===== config.mk =====
export PLATFORM = sky130hd
export DESIGN_NAME = pldata_capture
export DESIGN_NICKNAME = d
export VERILOG_FILES = /design/src/rtl/pldata_capture.sv
export SDC_FILE = /design/constraint.sdc
export NUM_CORES = 1
export LEC_CHECK = 0
export CELL_PAD_IN_SITES_DETAIL_PLACEMENT = 1
export CELL_PAD_IN_SITES_GLOBAL_PLACEMENT = 2
export CORE_ASPECT_RATIO = 1.1
export CORE_MARGIN = 2
export CORE_UTILIZATION = 23
export DETAILED_ROUTE_END_ITERATION = 7
export GPL_TIMING_DRIVEN = 1
export PLACE_DENSITY = 0.78
export SLEW_MARGIN = 10
export SYNTH_ARGS = -nofsm -noshare
export SYNTH_HDL_FRONTEND = slang
export SYNTH_SLANG_ARGS = --single-unit

===== constraint.sdc =====
create_clock -name clk -period 1.95 [get_ports clk]
set_input_delay 0.39 -clock clk [delete_from_list [all_inputs] [get_ports clk]]
set_output_delay 0.39 -clock clk [all_outputs]
set_load 0.005 [all_outputs]

===== src/rtl/pldata_capture.sv =====
// Frame capture engine: streams samples from one selected source into a
// two-bank RAM, with optional per-frame trigger and continuous ping-pong mode.
module pldata_capture #(
    parameter int DATA_W  = 32,
    parameter int ADDR_W  = 10,
    parameter int NUM_SRC = 2,
    parameter int SEL_W   = 1
) (
    input  logic                        clk,
    input  logic                        rst_n,
    input  logic [NUM_SRC*DATA_W-1:0]   src_data_in,
    input  logic [NUM_SRC-1:0]          src_valid_in,
    input  logic [SEL_W-1:0]            src_sel_in,
    input  logic [ADDR_W-4:0]           frame_len_in,
    input  logic                        cont_in,
    input  logic                        trig_en_in,
    input  logic                        trig_in,
    input  logic                        start_in,
    input  logic                        abort_in,
    input  logic [1:0]                  ack_in,
    output logic                        ram_wr_o,
    output logic [ADDR_W-1:0]           ram_addr_o,
    output logic [DATA_W-1:0]           ram_data_o,
    output logic                        done_o,
    output logic                        done_bank_o,
    output logic                        busy_o,
    output logic                        overflow_o
);

    localparam int LEN_W = ADDR_W - 3;

    typedef enum logic [1:0] {IDLE, WAIT_TRIG, CAPTURE, DONE} state_t;

    state_t             state;
    logic [SEL_W-1:0]   sel_q;
    logic [LEN_W-1:0]   len_q;
    logic [LEN_W-1:0]   word_idx;
    logic               cont_q;
    logic               trig_en_q;
    logic               bank;
    logic [1:0]         bank_full;
    logic               sel_valid;
    logic [DATA_W-1:0]  sel_data;

    // Out-of-range select values simply never capture anything.
    always_comb begin
        sel_valid = 1'b0;
        sel_data  = '0;
        for (int k = 0; k < NUM_SRC; k++) begin
            if (sel_q == SEL_W'(k)) begin
                sel_valid = src_valid_in[k];
                sel_data  = src_data_in[k*DATA_W +: DATA_W];
            end
        end
    end

    assign busy_o = (state != IDLE);

    always_ff @(posedge clk or negedge rst_n) begin
        if (!rst_n) begin
            state       <= IDLE;
            sel_q       <= '0;
            len_q       <= '0;
            word_idx    <= '0;
            cont_q      <= 1'b0;
            trig_en_q   <= 1'b0;
            bank        <= 1'b0;
            bank_full   <= '0;
            ram_wr_o    <= 1'b0;
            ram_addr_o  <= '0;
            ram_data_o  <= '0;
            done_o      <= 1'b0;
            done_bank_o <= 1'b0;
            overflow_o  <= 1'b0;
        end else begin
            ram_wr_o <= 1'b0;
            done_o   <= 1'b0;
            // Abort freezes bank_full and overflow; it only drops the frame.
            if (abort_in) begin
                state <= IDLE;
            end else begin
                bank_full <= bank_full & ~ack_in;
                case (state)
                    IDLE: begin
                        if (start_in) begin
                            sel_q      <= src_sel_in;
                            len_q      <= frame_len_in;
                            cont_q     <= cont_in;
                            trig_en_q  <= trig_en_in;
                            bank       <= 1'b0;
                            word_idx   <= '0;
                            bank_full  <= '0;
                            overflow_o <= 1'b0;
                            state      <= trig_en_in ? WAIT_TRIG : CAPTURE;
                        end
                    end
                    WAIT_TRIG: begin
                        if (trig_in) state <= CAPTURE;
                    end
                    CAPTURE: begin
                        if (sel_valid) begin
                            ram_wr_o   <= 1'b1;
                            ram_data_o <= sel_data;
                            ram_addr_o <= {bank, word_idx, 2'b00};
                            if (word_idx == len_q) begin
                                word_idx    <= '0;
                                done_o      <= 1'b1;
                                done_bank_o <= bank;
                                state       <= DONE;
                            end else begin
                                word_idx <= word_idx + 1'b1;
                            end
                        end
                    end
                    DONE: begin
                        // This set overrides a same-cycle ack of the same bank.
                        bank_full[bank] <= 1'b1;
                        if (!cont_q) begin
                            state <= IDLE;
                        end else begin
                            bank <= ~bank;
                            if (bank_full[~bank] && !ack_in[~bank]) begin
                                overflow_o <= 1'b1;
                                state      <= IDLE;
                            end else begin
                                state <= trig_en_q ? WAIT_TRIG : CAPTURE;
                            end
                        end
                    end
                    default: state <= IDLE;
                endcase
            end
        end
    end

endmodule

# After elaboration in Yosys (flattened, before gate mapping)
# Index checks and enable logic that the tools add are counted.
classes:
  addsub: 1
  n_eq_ne: 12
  muxes: 37
  reduce_logical: 14
  magnitude_cmp: 3
  n_bitwise: 5
op_table:
  columns: ["op", "n"]
  rows:
  - ["$mux W32", 1]
  - ["$mux W7", 3]
  - ["$mux W2", 10]
  - ["$mux W1", 17]
  - ["$reduce_and A4 Y1", 4]
  - ["$pmux W7 S2", 1]
  - ["$ne A3 B3 Y1 const B", 4]
  - ["$ne A2 B2 Y1 const B", 4]
  - ["$pmux W2 S4", 1]
  - ["$add A7 B1 Y7 const B", 1]
  - ["$eq A7 B7 Y1", 1]
  - ["$reduce_and A3 Y1", 2]
  - ["$reduce_bool A2 Y1", 3]
  - ["$reduce_and A5 Y1", 1]
  - ["$eq A2 B2 Y1 const B", 2]
  - ["$lt A1 B2 Y1 const B", 2]
  - ["$pmux W1 S2", 2]
  - ["$pmux W2 S2", 1]
  - ["$and A2 B2 Y2", 1]
  - ["$eq A2 B1 Y1 const B", 1]
  - ["$logic_and A1 B1 Y1", 2]
  - ["$logic_not A2 Y1", 1]
  - ["$not A1 Y1", 2]
  - ["$not A2 Y2", 1]
  - ["other kinds (4)", 4]
totals:
  wordCells: 86
  ff_bits: 66
  inputBits: 83
  out_inout_bits: 47

# Logic depth before layout (Yosys ltp)
# Gate-level depths: netlist of run 1.
depth:
  word_depth: 9
  mapped_depth: 8

# Worst setup path before layout of run 1
# Ideal clock, no wire load.
synth_timing:
  path_kind: "register -> register"
  start: "reg state[0]"
  end: "reg word_idx[6]"
  arrival_ns: 1.921
  stages_incl_launch_ff: 8
  required_time_ns: 1.886
  slack_ns: -0.034
  path_buffers: 0
  setup_ns: 0.064
  path_cell_list: "dfrtp_1 > inv_1 > ha_1 > nor2b_1 > a2111o_1 > or4_1 > a21oi_1 > a21o_1"
synth_via:
  elab_chain_len: 3
  word_cells_on_any_way: 7
synth_lines:
  columns: ["item", "line", "source"]
  rows:
  - ["start: declaration", "34", "state_t state;"]
  - ["start signal: assignment", "94", "state <= trig_en_in ? WAIT_TRIG : CAPTURE;"]
  - ["start signal: assignment", "126", "state <= trig_en_q ? WAIT_TRIG : CAPTURE;"]
  - ["$eq A2 B2 Y1 or $logic_not A2 Y1 (tied branches)", "83", "case (state)"]
  - ["$ne A2 B2 Y1 (no line) or $reduce_bool A2 Y1 (tied branches)", null, null]
  - ["$reduce_and A4 Y1 (no line)", null, null]
  - ["end signal: assignment", "111", "word_idx <= word_idx + 1'b1;"]
  - ["end: declaration", "37", "logic [LEN_W-1:0] word_idx;"]
# Several ways; a longest one is shown, not always the timed one.
# A chain may end at the register's enable or synchronous reset.

# Final worst setup path of run 1
# Same ends and word-level chain as after synthesis.

==> results of run 1 <==
-- kinds of logic after synthesis --
kind of cell	after synthesis	synth area share [%]
AND/OR/NAND/NOR	74	10.5
AO/OA/AOI/OAI	68	12.9
flip-flops	66	51.7
multiplexers	53	17.4
buffers and inverters	23	3.17
XOR/XNOR	7	1.92
adder cells (fa/ha/maj)	6	2.35
other	1	0.117
-- layout make-up --
cell class | count | share of cell area [%]
multi-input cells | 210 | 28.4
repair buffers | 152 | 29.1
flip-flops and latches | 66 | 31.8
clock buffers | 14 | 5.08
clock inverters | 2 | 0.674
well taps | 188 | 4.52
inverters | 6 | 0.433
-- power breakdown --
group	total, µW	leakage, µW	internal, µW	switching (µW)
clock	1630	0.000147	1060	570
sequential	2240	0.000810	1910	333
combinational	2850	0.00130	1650	1200
-- worst max-delay path: cells and delay by family (launching register included) --
family,cells,cell delay [ns]
flip-flops,1,0.36
adder cells (fa/ha/maj),1,0.22
AO/OA/AOI/OAI,3,0.61
buffers and inverters,1,0.07
AND/OR/NAND/NOR,2,0.59
-- worst paths after layout --
kind / endpoint / slack (ns)
min reg2reg: bank_full[1]$_DFFE_PN0N_ / 0.49
max: word_idx[6]$_DFFE_PN0P_ / 0.06
min in group clk: bank_full[1]$_DFFE_PN0N_ / 0.49
max in group asynchronous: ram_data_o[1]$_DFFE_PN0P_ / 1.35
min: ram_addr_o[2]$_DFFE_PN0P_ / 0.06
max reg2reg: word_idx[6]$_DFFE_PN0P_ / 0.06
-- layout by cell type (no fill, tap or decap), drive strengths merged, types with 2 or more instances in the layout --
cell	netlist	final
a21o	2	2
a21oi	38	38
a22o	3	3
a32o	2	2
and3	2	2
buf	12	26
clkbuf	5	14
clkdlybuf4s50	0	125
conb	1	2
dfrtp	66	66
ha	6	6
inv	6	6
mux2	20	20
mux2i	33	33
nand2	7	7
nand2b	4	4
nand3b	2	2
nor2	44	44
nor2b	6	6
nor3	4	4
o21ai	9	9
o31ai	2	2
xor2	6	6
-- state kept, by name, summed over array words and instances, names as in the netlist, 2 cells and up --
register    count
ram_data_o     32
ram_addr_o      8
len_q           7
word_idx        7
bank_full       2
state           2
-- routing by layer --
metal | up-vias | GRT usage [%] | routed length [µm]
met3 | 8 | 3.56 | 666
met1 | 1345 | 14.8 | 3940
met4 | 0 | 5.04 | 92
met2 | 82 | 22.1 | 4510
li1 | 1348 | - | -
met5 | - | 0 | 0
-- what timing repair did --
item / CTS / global route
gates resized for setup: 2 / 5
endpoints found under the setup margin: 4 / 7
pin swaps: 0 / 0
buffers inserted: 1 / 0
-- per-stage QoR --
step / power [µW] / setup WS, ns / instance area [µm²] / util, %
5_1_grt: 7240 / -0.0222 / 5200 / 38.0
6_report: 6720 / 0.0556 / 5200 / 38.0
4_1_cts: 6810 / -0.00611 / 5180 / 37.8
3_5_place_dp: 5140 / -0.422 / 4870 / 35.6
3_3_place_gp: 5030 / -0.302 / 4870 / 35.6
2_1_floorplan: 3600 / 0.0237 / 3200 / -
==> impl_metrics.json, run 1 <==
{
  "postSynthCellCount": 298,
  "yosys-top-cells-count": "dfrtp_1 (66), nor2_1 (44), a21oi_1 (38)",
  "synth.area.top_cells": "dfrtp_1 (52%), mux2i_1 (10%), mux2_2 (7.0%)",
  "avgSynthCellArea_um2": 10.7,
  "place_inst": 621,
  "period_minus_slack_ns": 1.89,
  "die-area_um2": 14900,
  "grt_pass1_wl_mm": 14.6,
  "fp.dieH_um": 128,
  "ys_ff_latch": 66,
  "vias": 2783,
  "p_leak_uw": 0.00226,
  "crit_path_cell_trace": "inv_2, ha_1, nor2b_1, a2111o_1, or4_1, a21oi_1, a21o_1",
  "crit_required_ns": 2.22,
  "cts_root_buf": "clkbuf_16",
  "port_buffers": 127,
  "numCtsBuffers": 9,
  "worst_pin_slew_ns": 0.576,
  "wirelength_mm": 9.22,
  "crit_fanout": 4,
  "power_density_nw_per_um2": 1290,
  "wire_per_inst_um": 14.4,
  "grt_use_total_pct": 12.8,
  "cts_tree": "built",
  "yosysMostFrequentCell": "dfrtp_1",
  "dr.first_iter.drc_count": 73,
  "finClkSkew_ns": 0.00958,
  "ys_seq_area_share_pct": 51.7,
  "startpoint_type": "register",
  "synth-main-ff-cell": "dfrtp_1",
  "synth_edf_count": 0,
  "setup.worst_path.end_class": "register",
  "slew_headroom_pct": 61.6,
  "antenna_found_initial": 0,
  "yosys.cell_types.count": 42,
  "grt_pass1_vias": 2952,
  "h-tree-depth": 3,
  "fill_cells": 1535,
  "max_stage_delay_ns": 0.41,
  "seq_area_um2": 1650,
  "diodes": 0,
  "cpMaxStageDelayCell": "or4_1",
  "status": "finished, final reports clean",
  "grt_max_degree": 44,
  "routed_via_density": 4.36,
  "setup_tns_ns": 0,
  "coreArea_um2": 13700,
  "gr-total-overflow": 0,
  "drv_cap": 0,
  "multiInputGateArea_um2": 1480,
  "dp_hpwl_mm": 7.03,
  "cts_buffer_depth": 2,
  "start_util_pct": 23.4,
  "post-route-period-util_pct": 97.2,
  "finalSetupViolCount": 0,
  "synth_top_area_cell": "dfrtp_1",
  "yosysWarnings": 0,
  "fin_cells": 638,
  "num_rows": 45,
  "postRouteAntennaNets": 0,
  "crit_type": "reg -> reg",
  "hold_path.class": "in -> async",
  "whs_ns": 0.0569,
  "syn2layout_area_growth_pct": 62.7,
  "drcViolationCount": 0,
  "final_max_slew_viol_count": 0,
  "die_x_um": 116,
  "crit_arrival_ns": 2.16,
  "ctsHoldBuffers": 0,
  "reg2reg_depth": 7,
  "worst_skew_pair.late_latency_ns": 0.33,
  "async_flop_share_pct": 100,
  "syn_area_um2": 3200,
  "num_io_pins": 130,
  "clk_pin_slew_ns": 0.06,
  "clock-sinks": 66,
  "drive_gt1_share_pct": 14.4,
  "crit_start": "state[0]$_DFFE_PN0P_",
  "reg2reg_from": "state[0]$_DFFE_PN0P_",
  "yosys.area.top_type_share_pct": 51.7,
  "max_freq_mhz": 528,
  "vdd_ir_drop_max_v": 0.000428,
  "rsz0062_at_grt": "yes",
  "hold_viol": 0,
  "place.gp.congestion": 0.784,
  "num-nets-final": 534,
  "drt_pass1_iterations": 4
}
Power figures use the tool's default switching activity.
==> run 2: changes to the inputs <==
--- a/config.mk
+++ b/config.mk
@@ -5,13 +5,15 @@
 export SDC_FILE = /design/constraint.sdc
 export NUM_CORES = 1
 export LEC_CHECK = 0
+export CAP_MARGIN = 20
 export CELL_PAD_IN_SITES_DETAIL_PLACEMENT = 1
 export CELL_PAD_IN_SITES_GLOBAL_PLACEMENT = 2
-export CORE_ASPECT_RATIO = 1.1
+export CORE_ASPECT_RATIO = 0.8
 export CORE_MARGIN = 2
 export CORE_UTILIZATION = 23
 export DETAILED_ROUTE_END_ITERATION = 7
 export GPL_TIMING_DRIVEN = 1
+export HOLD_SLACK_MARGIN = 0.03
 export PLACE_DENSITY = 0.78
 export SLEW_MARGIN = 10
 export SYNTH_ARGS = -nofsm -noshare
==> run 2 against run 1 <==
Hold slack gained 0.022 ns; global-route usage hardly changed; combinational power up 3%; sequential share of layout area is 0.14 points higher; non-clock buffer count is 1 lower; fmax fell by 2.0%; clock power hardly changed; design area decreased by 0.43%; wire length rose by 2.7%; first-iteration DRC count is 53% higher; largest cell class unchanged.
==> impl_metrics.json, run 2 (synthesis results as in run 1) <==
{
  "largest_reg_flops": 32,
  "h-tree-depth": 3,
  "post-route-period-util_pct": 99.1,
  "fin_ws_ns": 0.0176,
  "cp_top_family": "compound AO/OA/AOI/OAI gates",
  "setup_tns_ns": 0,
  "top_register": "ram_data_o",
  "final_max_slew_viol_count": 0,
  "rsz0062_at_grt": "yes",
  "post-place-ws_ns": -0.238,
  "start_util_pct": 23.6,
  "drcViolationCount": 0,
  "multiInputGateArea_um2": 1490,
  "cp-endpoint": "word_idx[6]$_DFFE_PN0P_",
  "seq_area_um2": 1650,
  "cts_root_buf": "clkbuf_16",
  "fill_cells": 1486,
  "slew_headroom_pct": 62.2,
  "antenna_found_initial": 0,
  "finClkSkew_ns": 0.00581,
  "crit_fanout": 5,
  "finalSetupViolCount": 0,
  "crit_required_ns": 2.21,
  "worst_pin_slew_ns": 0.567,
  "place.gp.congestion": 0.796,
  "final_common_cell": "clkdlybuf4s50_1",
  "crit_arrival_ns": 2.19,
  "reg2reg_depth": 7,
  "place_inst": 610,
  "power_density_nw_per_um2": 1310,
  "die_x_um": 136,
  "dp_hpwl_mm": 7.03,
  "layout_common_cells": "clkdlybuf4s50_1 (125), dfrtp_1 (65), nor2_1 (44)",
  "vias": 2798,
  "max_freq_mhz": 517,
  "diodes": 0,
  "reg2reg_from": "state[0]$_DFFE_PN0P_",
  "grt_max_degree": 67,
  "fin_cells": 629,
  "crit_path_cell_trace": "inv_2, ha_4, nor2_1, a2111o_1, or4_4, a21oi_2, a21o_1",
  "numCtsBuffers": 9,
  "hold_path.class": "in -> async",
  "crit_start": "state[0]$_DFFE_PN0P_",
  "status": "finished, final reports clean",
  "reg.largest.list": "ram_data_o x32, ram_addr_o x8",
  "setup.worst_path.end_class": "register",
  "worstReg2RegEnd": "word_idx[6]$_DFFE_PN0P_",
  "hold_viol": 0,
  "max_stage_delay_ns": 0.44,
  "cp.depth": 7,
  "num_rows": 38,
  "dr.first_iter.drc_count": 112,
  "syn2layout_area_growth_pct": 62.0,
  "postRouteAntennaNets": 0,
  "crit_type": "reg -> reg",
  "coreArea_um2": 13600,
  "drv_cap": 0,
  "num-nets-final": 533,
  "clk_pin_slew_ns": 0.06,
  "num_io_pins": 130,
  "reg2reg_slack_ns": 0.02,
  "cts_buffer_depth": 2,
  "startpoint_type": "register",
  "path_buf_inv": 1,
  "port_buffers": 127,
  "total_power_uw": 6810,
  "gr-total-overflow": 0,
  "drt_pass1_iterations": 3,
  "fp.dieH_um": 109,
  "die-area_um2": 14900,
  "clock-sinks": 66,
  "period_minus_slack_ns": 1.93,
  "drive_gt1_share_pct": 15.4,
  "wirelength_mm": 9.46,
  "routed_via_density": 4.45,
  "wire_per_inst_um": 15.0,
  "cpMaxStageDelayCell": "or4_4",
  "grt_use_total_pct": 12.8,
  "vdd_ir_drop_max_v": 0.000468,
  "worst_skew_pair.late_latency_ns": 0.32,
  "p_leak_uw": 0.00224,
  "cts_tree": "built",
  "grt_pass1_vias": 2888,
  "grt_pass1_wl_mm": 14.9
}
==> run 2: cell type report <==
cell class | instances | area share [%]
Clock inverter | 6 | 1.28
Inverter | 6 | 0.435
Sequential cell | 66 | 31.9
Timing Repair Buffer | 151 | 28.7
Multi-Input combinational cell | 210 | 28.7
Tap cell | 180 | 4.35
Clock buffer | 10 | 4.62
==> run 2: stage by stage <==
| step | utilization, % | area [µm²] | hold slack, ns |
|---|---|---|---|
| after floorplan | - | 3200 | 0.0944 |
| after global placement | 35.5 | 4810 | 0.442 |
| after detailed placement | 35.5 | 4810 | 0.449 |
| after CTS | 38.1 | 5160 | 0.0946 |
| after global routing | 38.2 | 5180 | 0.110 |
| final | 38.2 | 5180 | 0.0787 |
==> run 2: how the worst min path moves through the flow <==
stage,startpoint,cells after the start,slack (ns),to
global placement,rst_n,2,0.44,len_q[1]$_DFFE_PN0P_
detailed placement,rst_n,2,0.45,ram_addr_o[4]$_DFFE_PN0P_
finish,rst_n,2,0.08,len_q[1]$_DFFE_PN0P_
global route,rst_n,2,0.11,ram_addr_o[2]$_DFFE_PN0P_
CTS,rst_n,2,0.09,ram_addr_o[4]$_DFFE_PN0P_
floorplan,rst_n,0,0.09,bank$_DFFE_PN0P_
==> run 2: where the power goes <==
part | internal, µW | switching, µW | total, µW | leakage, µW
clock network | 1020 | 605 | 1630 | 0.000141
logic | 1700 | 1230 | 2930 | 0.00129
registers | 1910 | 346 | 2250 | 0.000810
total | 4630 | 2180 | 6810 | 0.00224
==> run 2: per-layer routing <==
metal | global-route usage, % | part of all wire [%]
met5 | 0 | 0
met4 | 2.68 | 0.63
met3 | 3.87 | 7.0
met2 | 21.8 | 48
met1 | 16.1 | 45
==> run 2: repair_timing <==
item | 4_1_cts | 5_1_grt
setup endpoints to repair | 5 | 4
hold buffers | 0 | 0
pin swaps | 0 | 3
buffers inserted | 1 | 2
resized for setup | 9 | 2
